## config.mk

```make
export PLATFORM = sky130hd
export DESIGN_NAME = lab5_fetch_flat
export DESIGN_NICKNAME = d
export VERILOG_FILES = /design/src/rtl/lab5_fetch_if.sv /design/src/rtl/lab5_fetch.sv /design/src/flat_wrapper.sv
export SDC_FILE = /design/constraint.sdc
export NUM_CORES = 1
export LEC_CHECK = 0
export ABC_CLOCK_PERIOD_IN_PS = 1400
export BUFFER_PORTS_ARGS = -buffer_cell sky130_fd_sc_hd__buf_2
export CAP_MARGIN = 20
export CORE_MARGIN = 3
export CORE_UTILIZATION = 43
export DETAILED_ROUTE_END_ITERATION = 6
export GPL_TIMING_DRIVEN = 0
export PLACE_DENSITY = 0.85
export SYNTH_ARGS = -nofsm -noshare
export SYNTH_HDL_FRONTEND = slang
export SYNTH_SLANG_ARGS = --single-unit
```

## constraint.sdc

```tcl
create_clock -name CLK -period 1.4 [get_ports CLK]
set_clock_uncertainty 0.05 [all_clocks]
set_input_delay 0.35 -clock CLK [delete_from_list [all_inputs] [get_ports CLK]]
set_output_delay 0.35 -clock CLK [all_outputs]
set_load 0.05 [all_outputs]
```

## src/rtl/lab5_fetch_if.sv

```systemverilog
// -----------------------------------------------------------------------------
// lab5_fetch_if
//
// Purpose : groups the fetch stage's memory bus, the downstream control inputs
//           and the decode-facing outputs into one bundle.
//
// Signals :
//   addr       8  byte address to instruction memory (bit 0 always 0)
//   instr_in  16  instruction word returned by memory (combinational on addr)
//   stall      1  downstream hold request
//   br_taken   1  redirect request for the instruction currently in ir
//   br_target  8  byte address of the redirect
//   resume     1  level input (push-button) that restarts after HALT
//   ir        16  registered instruction for decode
//   valid      1  ir holds an instruction to execute this cycle
//   halted     1  high while parked on HALT
//
// Modports: master = fetch stage, slave = memory / downstream / environment.
// -----------------------------------------------------------------------------
interface lab5_fetch_if;
    logic [7:0]  addr;
    logic [15:0] instr_in;
    logic        stall;
    logic        br_taken;
    logic [7:0]  br_target;
    logic        resume;
    logic [15:0] ir;
    logic        valid;
    logic        halted;

    modport master (
        output addr, ir, valid, halted,
        input  instr_in, stall, br_taken, br_target, resume
    );

    modport slave (
        input  addr, ir, valid, halted,
        output instr_in, stall, br_taken, br_target, resume
    );
endinterface

```

## src/rtl/lab5_fetch.sv

```systemverilog
// -----------------------------------------------------------------------------
// lab5_fetch
//
// Purpose : instruction fetch stage in front of a 128x16 instruction memory.
//           Owns the byte-addressed PC, captures the returned word into IR with
//           a valid flag, parks on HALT and restarts on a RESUME rising edge,
//           and accepts branch redirects and stalls from downstream.
//
// Ports   :
//   CLK      in   system clock, all state updates on the rising edge
//   RESET    in   synchronous, active-high reset
//   bus      --   lab5_fetch_if.master (memory bus, control inputs, IR/VALID)
//   icount   out  16-bit count of instructions delivered to decode
//                 (present only when LAB5_FETCH_ICOUNT_EN is defined)
//
// Parameters:
//   RESET_PC   byte address loaded into PC on reset (bit 0 forced to 0)
//   HALT_WORD  instruction encoding recognised as HALT
//
// Configuration macro: LAB5_FETCH_ICOUNT_EN adds the icount port and counter.
// -----------------------------------------------------------------------------
module lab5_fetch #(
    parameter logic [7:0]  RESET_PC  = 8'h00,
    parameter logic [15:0] HALT_WORD = 16'h0001
) (
    input  logic         CLK,
    input  logic         RESET,
    lab5_fetch_if.master bus
`ifdef LAB5_FETCH_ICOUNT_EN
   ,output logic [15:0]  icount
`endif
);

    typedef enum logic {
        S_RUN  = 1'b0,
        S_HALT = 1'b1
    } state_t;

    state_t      state_q, state_d;
    logic [7:0]  pc_q, pc_d;
    logic [15:0] ir_q, ir_d;
    logic        valid_q, valid_d;
    logic        resume_q;      // previous RESUME sample, for edge detection
    logic        resume_rise;
    logic        fetch_ok;      // a word is handed to decode on this edge

    assign resume_rise = bus.resume & ~resume_q;

    // -------------------------------------------------------------------------
    // State register
    // -------------------------------------------------------------------------
    // NOTE: sequential state uses non-blocking (<=) so every register samples
    // the pre-edge values regardless of statement order.
    always_ff @(posedge CLK) begin
        if (RESET) begin
            state_q  <= S_RUN;
            pc_q     <= {RESET_PC[7:1], 1'b0};
            ir_q     <= 16'h0000;
            valid_q  <= 1'b0;
            // Starts high so a button held through reset is not seen as a press.
            resume_q <= 1'b1;
        end else begin
            state_q  <= state_d;
            pc_q     <= pc_d;
            ir_q     <= ir_d;
            valid_q  <= valid_d;
            resume_q <= bus.resume;
        end
    end

    // -------------------------------------------------------------------------
    // Next-state logic
    // -------------------------------------------------------------------------
    // NOTE: every output of this block gets a hold/default value first, so no
    // path through the case/if tree can leave one unassigned and infer a latch.
    always_comb begin
        state_d  = state_q;
        pc_d     = pc_q;
        ir_d     = ir_q;
        valid_d  = valid_q;
        fetch_ok = 1'b0;

        case (state_q)
            S_RUN: begin
                if (bus.br_taken) begin
                    // Redirect wins over stall and HALT; the word at the old PC
                    // is squashed and IR keeps its previous contents.
                    pc_d    = bus.br_target & 8'hFE;
                    valid_d = 1'b0;
                end else if (bus.stall) begin
                    // Hold everything.
                end else if (bus.instr_in == HALT_WORD) begin
                    // HALT never reaches decode; PC parks on the following word.
                    pc_d    = pc_q + 8'd2;
                    valid_d = 1'b0;
                    state_d = S_HALT;
                end else begin
                    ir_d     = bus.instr_in;
                    valid_d  = 1'b1;
                    pc_d     = pc_q + 8'd2;
                    fetch_ok = 1'b1;
                end
            end

            S_HALT: begin
                // Branches and stalls are ignored while parked.
                valid_d = 1'b0;
                if (resume_rise) begin
                    state_d = S_RUN;
                end
            end

            default: begin
                state_d = S_RUN;
            end
        endcase
    end

    assign bus.addr   = pc_q;
    assign bus.ir     = ir_q;
    assign bus.valid  = valid_q;
    assign bus.halted = (state_q == S_HALT);

`ifdef LAB5_FETCH_ICOUNT_EN
    // Counts only words actually delivered to decode; wraps naturally.
    logic [15:0] icount_q;

    always_ff @(posedge CLK) begin
        if (RESET) begin
            icount_q <= 16'h0000;
        end else if (fetch_ok) begin
            icount_q <= icount_q + 16'd1;
        end
    end

    assign icount = icount_q;
`endif

endmodule
```

## src/flat_wrapper.sv

```systemverilog
// flat-port wrapper written by rule: the top's interface ports become plain ports
module lab5_fetch_flat 
#(
    parameter logic [7:0]  RESET_PC  = 8'h00,
    parameter logic [15:0] HALT_WORD = 16'h0001
)
  (CLK, RESET, bus_addr, bus_ir, bus_valid, bus_halted, bus_instr_in, bus_stall, bus_br_taken, bus_br_target, bus_resume);
  lab5_fetch_if bus_i ();
  input  logic CLK;
  input  logic RESET;
  output wire logic [$bits(bus_i.addr)-1:0] bus_addr;
  output wire logic [$bits(bus_i.ir)-1:0] bus_ir;
  output wire logic [$bits(bus_i.valid)-1:0] bus_valid;
  output wire logic [$bits(bus_i.halted)-1:0] bus_halted;
  input wire logic [$bits(bus_i.instr_in)-1:0] bus_instr_in;
  input wire logic [$bits(bus_i.stall)-1:0] bus_stall;
  input wire logic [$bits(bus_i.br_taken)-1:0] bus_br_taken;
  input wire logic [$bits(bus_i.br_target)-1:0] bus_br_target;
  input wire logic [$bits(bus_i.resume)-1:0] bus_resume;
  assign bus_addr = bus_i.addr;
  assign bus_ir = bus_i.ir;
  assign bus_valid = bus_i.valid;
  assign bus_halted = bus_i.halted;
  assign bus_i.instr_in = bus_instr_in;
  assign bus_i.stall = bus_stall;
  assign bus_i.br_taken = bus_br_taken;
  assign bus_i.br_target = bus_br_target;
  assign bus_i.resume = bus_resume;
  lab5_fetch #(.RESET_PC(RESET_PC), .HALT_WORD(HALT_WORD)) u_core (.CLK(CLK), .RESET(RESET), .bus(bus_i));
endmodule
```

==> results of run 1 <==
==> final timing paths <==
kind	from	to	slack (ns)	cells after the start
worst max-delay path	u_core.bus.ir[15]$_SDFFE_PP0P_	bus_ir[15]	0.04	1
worst min-delay path	bus_resume	u_core.resume_q$_SDFF_PP1_	0.17	2
worst max register to register	u_core.bus.addr[1]$_SDFFE_PP0P_	u_core.bus.addr[7]$_SDFFE_PP0P_	0.11	5
worst min register to register	u_core.bus.ir[1]$_SDFFE_PP0P_	u_core.bus.ir[1]$_SDFFE_PP0P_	0.43	2
==> power groups by stage <==
stage          clock [W]  combinational (W)  sequential (W)
2_1_floorplan          0           0.000143        0.000954
3_3_place_gp           0           0.000398        0.000822
3_5_place_dp           0           0.000402        0.000823
4_1_cts         0.000396           0.000406        0.000807
5_1_grt         0.000419           0.000451        0.000814
6_report        0.000382           0.000420        0.000806
==> through the flow <==
stage          std cells  setup TNS [ns]  hold slack, ns  instance area, um^2
2_1_floorplan        145        -0.04304          0.4066                 1379
3_3_place_gp         239          -3.664          0.4121                 1692
3_5_place_dp         239          -3.744          0.4122                 1692
4_1_cts              243               0          0.1596                 1738
5_1_grt              246               0          0.1571                 1804
6_report             246               0          0.1674                 1804
==> kinds of logic after synthesis <==
group | Yosys count
adders and majority gates | 1
DFF | 26
and+or+nand+nor | 65
AOI/OAI and AO/OA | 39
muxes | 1
other | 1
buffers and inverters | 12
==> final cells by class <==
| cell class | count | share of cell area, % |
|---|---|---|
| well taps | 42 | 2.913 |
| clock buffers | 4 | 2.011 |
| repair buffers | 55 | 17.06 |
| multi-input cells | 107 | 45.08 |
| plain buffers | 10 | 2.982 |
| inverters | 2 | 0.4161 |
| flip-flops and latches | 26 | 29.54 |
==> sequential cells by signal, indices dropped and copies added (netlist names) <==
| name | flops |
|---|---|
| u_core.bus.ir | 16 |
| u_core.bus.addr | 7 |
| u_core.bus.halted | 1 |
| u_core.bus.valid | 1 |
| u_core.resume_q | 1 |
==> timing repair <==
item / 4_1_cts / 5_1_grt
buffers inserted: 0 / 3
endpoints found under the setup margin: 4 / 22
pin swaps: 0 / 1
gates resized for setup: 4 / 18
hold endpoints to repair: 0 / 0
==> cell usage in the layout (no fill, tap or decap), types with 5 or more instances in the layout <==
| master | n |
|---|---|
| buf_2 | 45 |
| dfxtp_1 | 20 |
| nand2b_1 | 19 |
| nand4b_1 | 16 |
| o21ai_0 | 11 |
| o21ai_2 | 10 |
| nor2_1 | 10 |
| buf_4 | 9 |
| clkbuf_4 | 8 |
| a21oi_1 | 6 |
| nand2_1 | 5 |
==> layer usage <==
layer / vias up / routed length (um) / part of all wire [%]
met4: 0 / 27 / 0.86
met2: 23 / 1586 / 50
met1: 600 / 1416 / 45
met5: - / 0 / 0
met3: 2 / 118 / 3.7
li1: 644 / - / -
==> flow_summary.yaml, run 1 <==
logic_synthesis:
  synth_xor_area_share_pct: 0
  synth-main-ff-cell: "dfxtp_1"
  syn_area_mm2: 0.001368
  yosys_warnings: 0
  syn_inst: 145
  muxShareOfSynthArea_pct: 0.7319
  synth_top_area_share_pct: 38.06
  ys_top_cells_by_area: "dfxtp_1 38%, nand4b_1 10%, nand2b_1 8.7%, o21ai_2 6.4%, nor4_4 4.7%"
  async_flop_share_pct: 0
  synth_edf_count: 0
  synth_fa_ha_area_share_pct: 0.9149
  synth_top_family_by_area: "simple AND/OR/NAND/NOR gates"
  seq_area_frac_synth_pct: 38.06
  yosys.area_share.simple_pct: 35.96
  synth.avg_cell_area_um2: 9.431
  synth.distinct_cells: 32
  synth_largest_area_cell: "dfxtp_1"
  yosysMostFrequentCell: "dfxtp_1"
  synth_seq_cells: 26
  ys_top_cells_by_count: "26 x dfxtp_1, 19 x nand2b_1, 16 x nand4b_1"
  synth_compound_area_share_pct: 19.67
  synth_nets: 175
timing:
  fmax_ghz: 0.7338
  period_needed_ns: 1.363
  final.setup.worst_slack_ns: 0.03722
  finalSetupViolCount: 0
  hold_viol: 0
  period_share_pct: 97.34
  rsz0062_at_grt: "no"
  maxSlewViolCount: 0
critical_path:
  cp-start-kind: "register"
  crit_slowest_cell: "dfxtp_1"
  crit_required_ns: 1.00
  cp_cell_sequence: "buf_2"
  cp.arrival_ns: 0.96
  crit_path_max_fanout: 2
  crit_type: "register to output pin"
  crit_family: "flip-flops"
  slowest_delay_ns: 0.37
  endpoint_kind: "output pin"
  crit_buf_inv: 1
global_routing:
  grt_use_total_pct: 16.36
  antenna_found_initial: 0
  grt_max_degree: 15
  globalRoute.totalOverflow: 0
  grt_pass1_vias: 1251
  grt_pass1_wl_mm: 5.361
  grtUsageMet3_pct: 4.137
  grt_busiest_layer: "met2"
  use_met1_pct: 19.44
  grt_use_met2_pct: 29.17
route:
  postRouteAntennaNets: 0
  drc: 0
  vias_per_cell: 5.159
  dr.pass1.iters: 4
  finalWirelength_mm: 3.147
  routed-via-count: 1269
  avgRoutedWirePerCell_um: 12.79
  drt_iter0_markers: 19
final_layout:
  nets: 235
  seq_area_um2: 533.0
  area.growth.synth_to_final_pct: 31.93
  multi_input_comb_area_um2: 813.3
  num_antenna_cells: 0
  final_util_pct: 62.21
  drive_gt1_share_pct: 45.59
  fillerInstances: 264
floorplanning:
  start_util_pct: 47.15
  die_w_um: 62.40
  coreArea_mm2: 0.002900
  dieArea_mm2: 0.003893
  rows: 19
  die_height_um: 62.40
  io_pins: 55
power:
  comb_power_share_pct: 26.1
  swShare_pct: 32.53
  power.switching_w: 0.0005231
  power_w: 0.001608
  ir_drop_v: 0.0006205
  internal_power_w: 0.001085
  p_per_area_mw_per_mm2: 891.3
  clkPwrFrac_pct: 23.8
  p_leak_nw: 0.7791
  p_seq_share_pct: 50.1
cts:
  root_buffer: "clkbuf_4"
  clk_pin_slew_worst_paths_ns: 0.14
  tritoncts: "built"
  h-tree-depth: 1
  holdBufCountCts: 0
  clock_latency_ns: 0.32
  cts_buffers: 3
  clock_sinks: 26
  clock_path_buffers: 2
place:
  dpl_worst_slack_ns: -0.2800
  place.port_buffers: 52
  dp_hpwl_mm: 2.390
  gp_congestion: 0.8077
outcome:
  status: "complete, no violations"
min_path:
  hold_class: "primary input to register"
job:
  drv_cap: 0
Note: power is estimated with default switching activity, not from simulation.
==> run 2: changes to the inputs <==
- ABC_CLOCK_PERIOD_IN_PS: 1400 -> 1650
- CORE_UTILIZATION: 43 -> 51
- PLACE_DENSITY: 0.85 -> 0.94
- clock period: 1.4 -> 1.65 ns (I/O delays scaled with it)
==> run 2 against run 1 <==
Compared with the run above:
- highest routed layer unchanged
- global-route usage grew 4.0 points
- critical path type unchanged
- wire length up 0.35%
- first-iteration DRC count rose by 150%
==> flow_summary.yaml, run 2 (synthesis results as in run 1) <==
outcome:
  status: "complete, no violations"
timing:
  period_share_pct: 95.66
  period_needed_ns: 1.578
  maxSlewViolCount: 0
  finalSetupViolCount: 0
  hold_viol: 0
  whs_ns: 0.2397
  fmax_ghz: 0.6336
floorplanning:
  io_pins: 55
  die_height_um: 57.79
  die_w_um: 57.79
  coreArea_mm2: 0.002522
  rows: 18
  start_util_pct: 54.22
  dieArea_mm2: 0.003339
cts:
  clock_sinks: 26
  tritoncts: "built"
  clock_path_buffers: 2
  clk_pin_slew_worst_paths_ns: 0.13
  post_cts_buffers: 0
  holdBufCountCts: 0
  h-tree-depth: 1
  root_buffer: "clkbuf_4"
  cts_resized: 0
  clock_latency_ns: 0.32
  cts_buffers: 3
critical_path:
  cp_cell_sequence: "clkbuf_4"
  crit_slowest_cell: "dfxtp_1"
  crit_family: "flip-flops"
  endpoint_kind: "output pin"
  crit_path_max_fanout: 6
  crit_required_ns: 1.19
  cp-start-kind: "register"
  cp.arrival_ns: 1.12
  slowest_delay_ns: 0.50
  crit_buf_inv: 1
  crit_type: "register to output pin"
route:
  routed-via-count: 1266
  dr.pass1.iters: 4
  drc: 0
  postRouteAntennaNets: 0
  finalWirelength_mm: 3.158
  avgRoutedWirePerCell_um: 13.73
  drt_iter0_markers: 47
  vias_per_cell: 5.504
global_routing:
  grt_pass1_vias: 1188
  globalRoute.totalOverflow: 0
  grt_pass1_wl_mm: 5.278
  grt_max_degree: 14
  grt_use_total_pct: 20.39
  antenna_found_initial: 0
place:
  gp_congestion: 0.8084
  place.port_buffers: 52
  dp_hpwl_mm: 2.384
final_layout:
  final_util_pct: 67.26
  final_common_cell: "buf_2"
  drive_gt1_share_pct: 39.50
  mostFrequentLayoutCells: "54 x buf_2, 26 x dfxtp_1, 19 x nand2b_1"
  num_antenna_cells: 0
  area.growth.synth_to_final_pct: 24.06
  largest_reg_flops: 16
  nets: 232
power:
  ir_drop_v: 0.0007256
  p_per_area_mw_per_mm2: 761.9
  p_leak_nw: 0.7539
job:
  drv_cap: 0
min_path:
  hold_class: "primary input to register"
## run 2: changes by cell type in the layout (fill, tap and decap cells not counted), moves of 2 or more
cell	delta
buf_2	+9
buf_4	-8
dfxtp_1	+6
clkbuf_4	-4
dfxtp_2	-4
dfxtp_4	-2
## run 2: stage by stage
step                      total power (W)  setup TNS, ns  std cells  area (um^2)  setup slack [ns]
final                            0.001293              0        230         1697           0.07165
after global routing             0.001358       -0.01334        230         1697          -0.01334
after CTS                        0.001298              0        230         1688           0.09294
after detailed placement         0.001037         -1.182        227         1665           -0.1715
after global placement           0.001030        -0.9022        227         1665          -0.09937
after floorplan                 0.0009282              0        145         1368          0.006655
## run 2: cell type report
cell class / count / area [um^2]
Sequential cell: 26 / 520.5
Clock buffer: 3 / 22.52
Tap cell: 30 / 37.54
Fill cell: 225 / 825.8
Timing Repair Buffer: 52 / 262.8
Buffer: 10 / 52.55
Inverter: 2 / 7.507
Multi-Input combinational cell: 107 / 793.3
## run 2: worst paths after layout
| path | cells after the start | slack (ns) | to | start |
|---|---|---|---|---|
| max | 1 | 0.07 | bus_halted | u_core.bus.halted$_SDFF_PP0_ |
| min | 2 | 0.24 | u_core.resume_q$_SDFF_PP1_ | bus_resume |
| max reg2reg | 4 | 0.22 | u_core.bus.ir[10]$_SDFFE_PP0P_ | u_core.bus.halted$_SDFF_PP0_ |
| min reg2reg | 2 | 0.43 | u_core.bus.ir[1]$_SDFFE_PP0P_ | u_core.bus.ir[1]$_SDFFE_PP0P_ |
## run 2: metal layers
| layer | global-route usage [%] | part of all wire (%) |
|---|---|---|
| met3 | 6.236 | 5.9 |
| met5 | 0 | 0 |
| met1 | 26.15 | 43 |
| met2 | 33.23 | 50 |
| met4 | 5.629 | 1.1 |
## run 2: power breakdown
group / internal (W) / total (W) / leakage, nW / switching [W]
clock network: 0.0000856 / 0.000268 / 0.0138 / 0.000183
logic: 0.000111 / 0.000341 / 0.527 / 0.000231
registers: 0.000662 / 0.000683 / 0.213 / 0.0000216
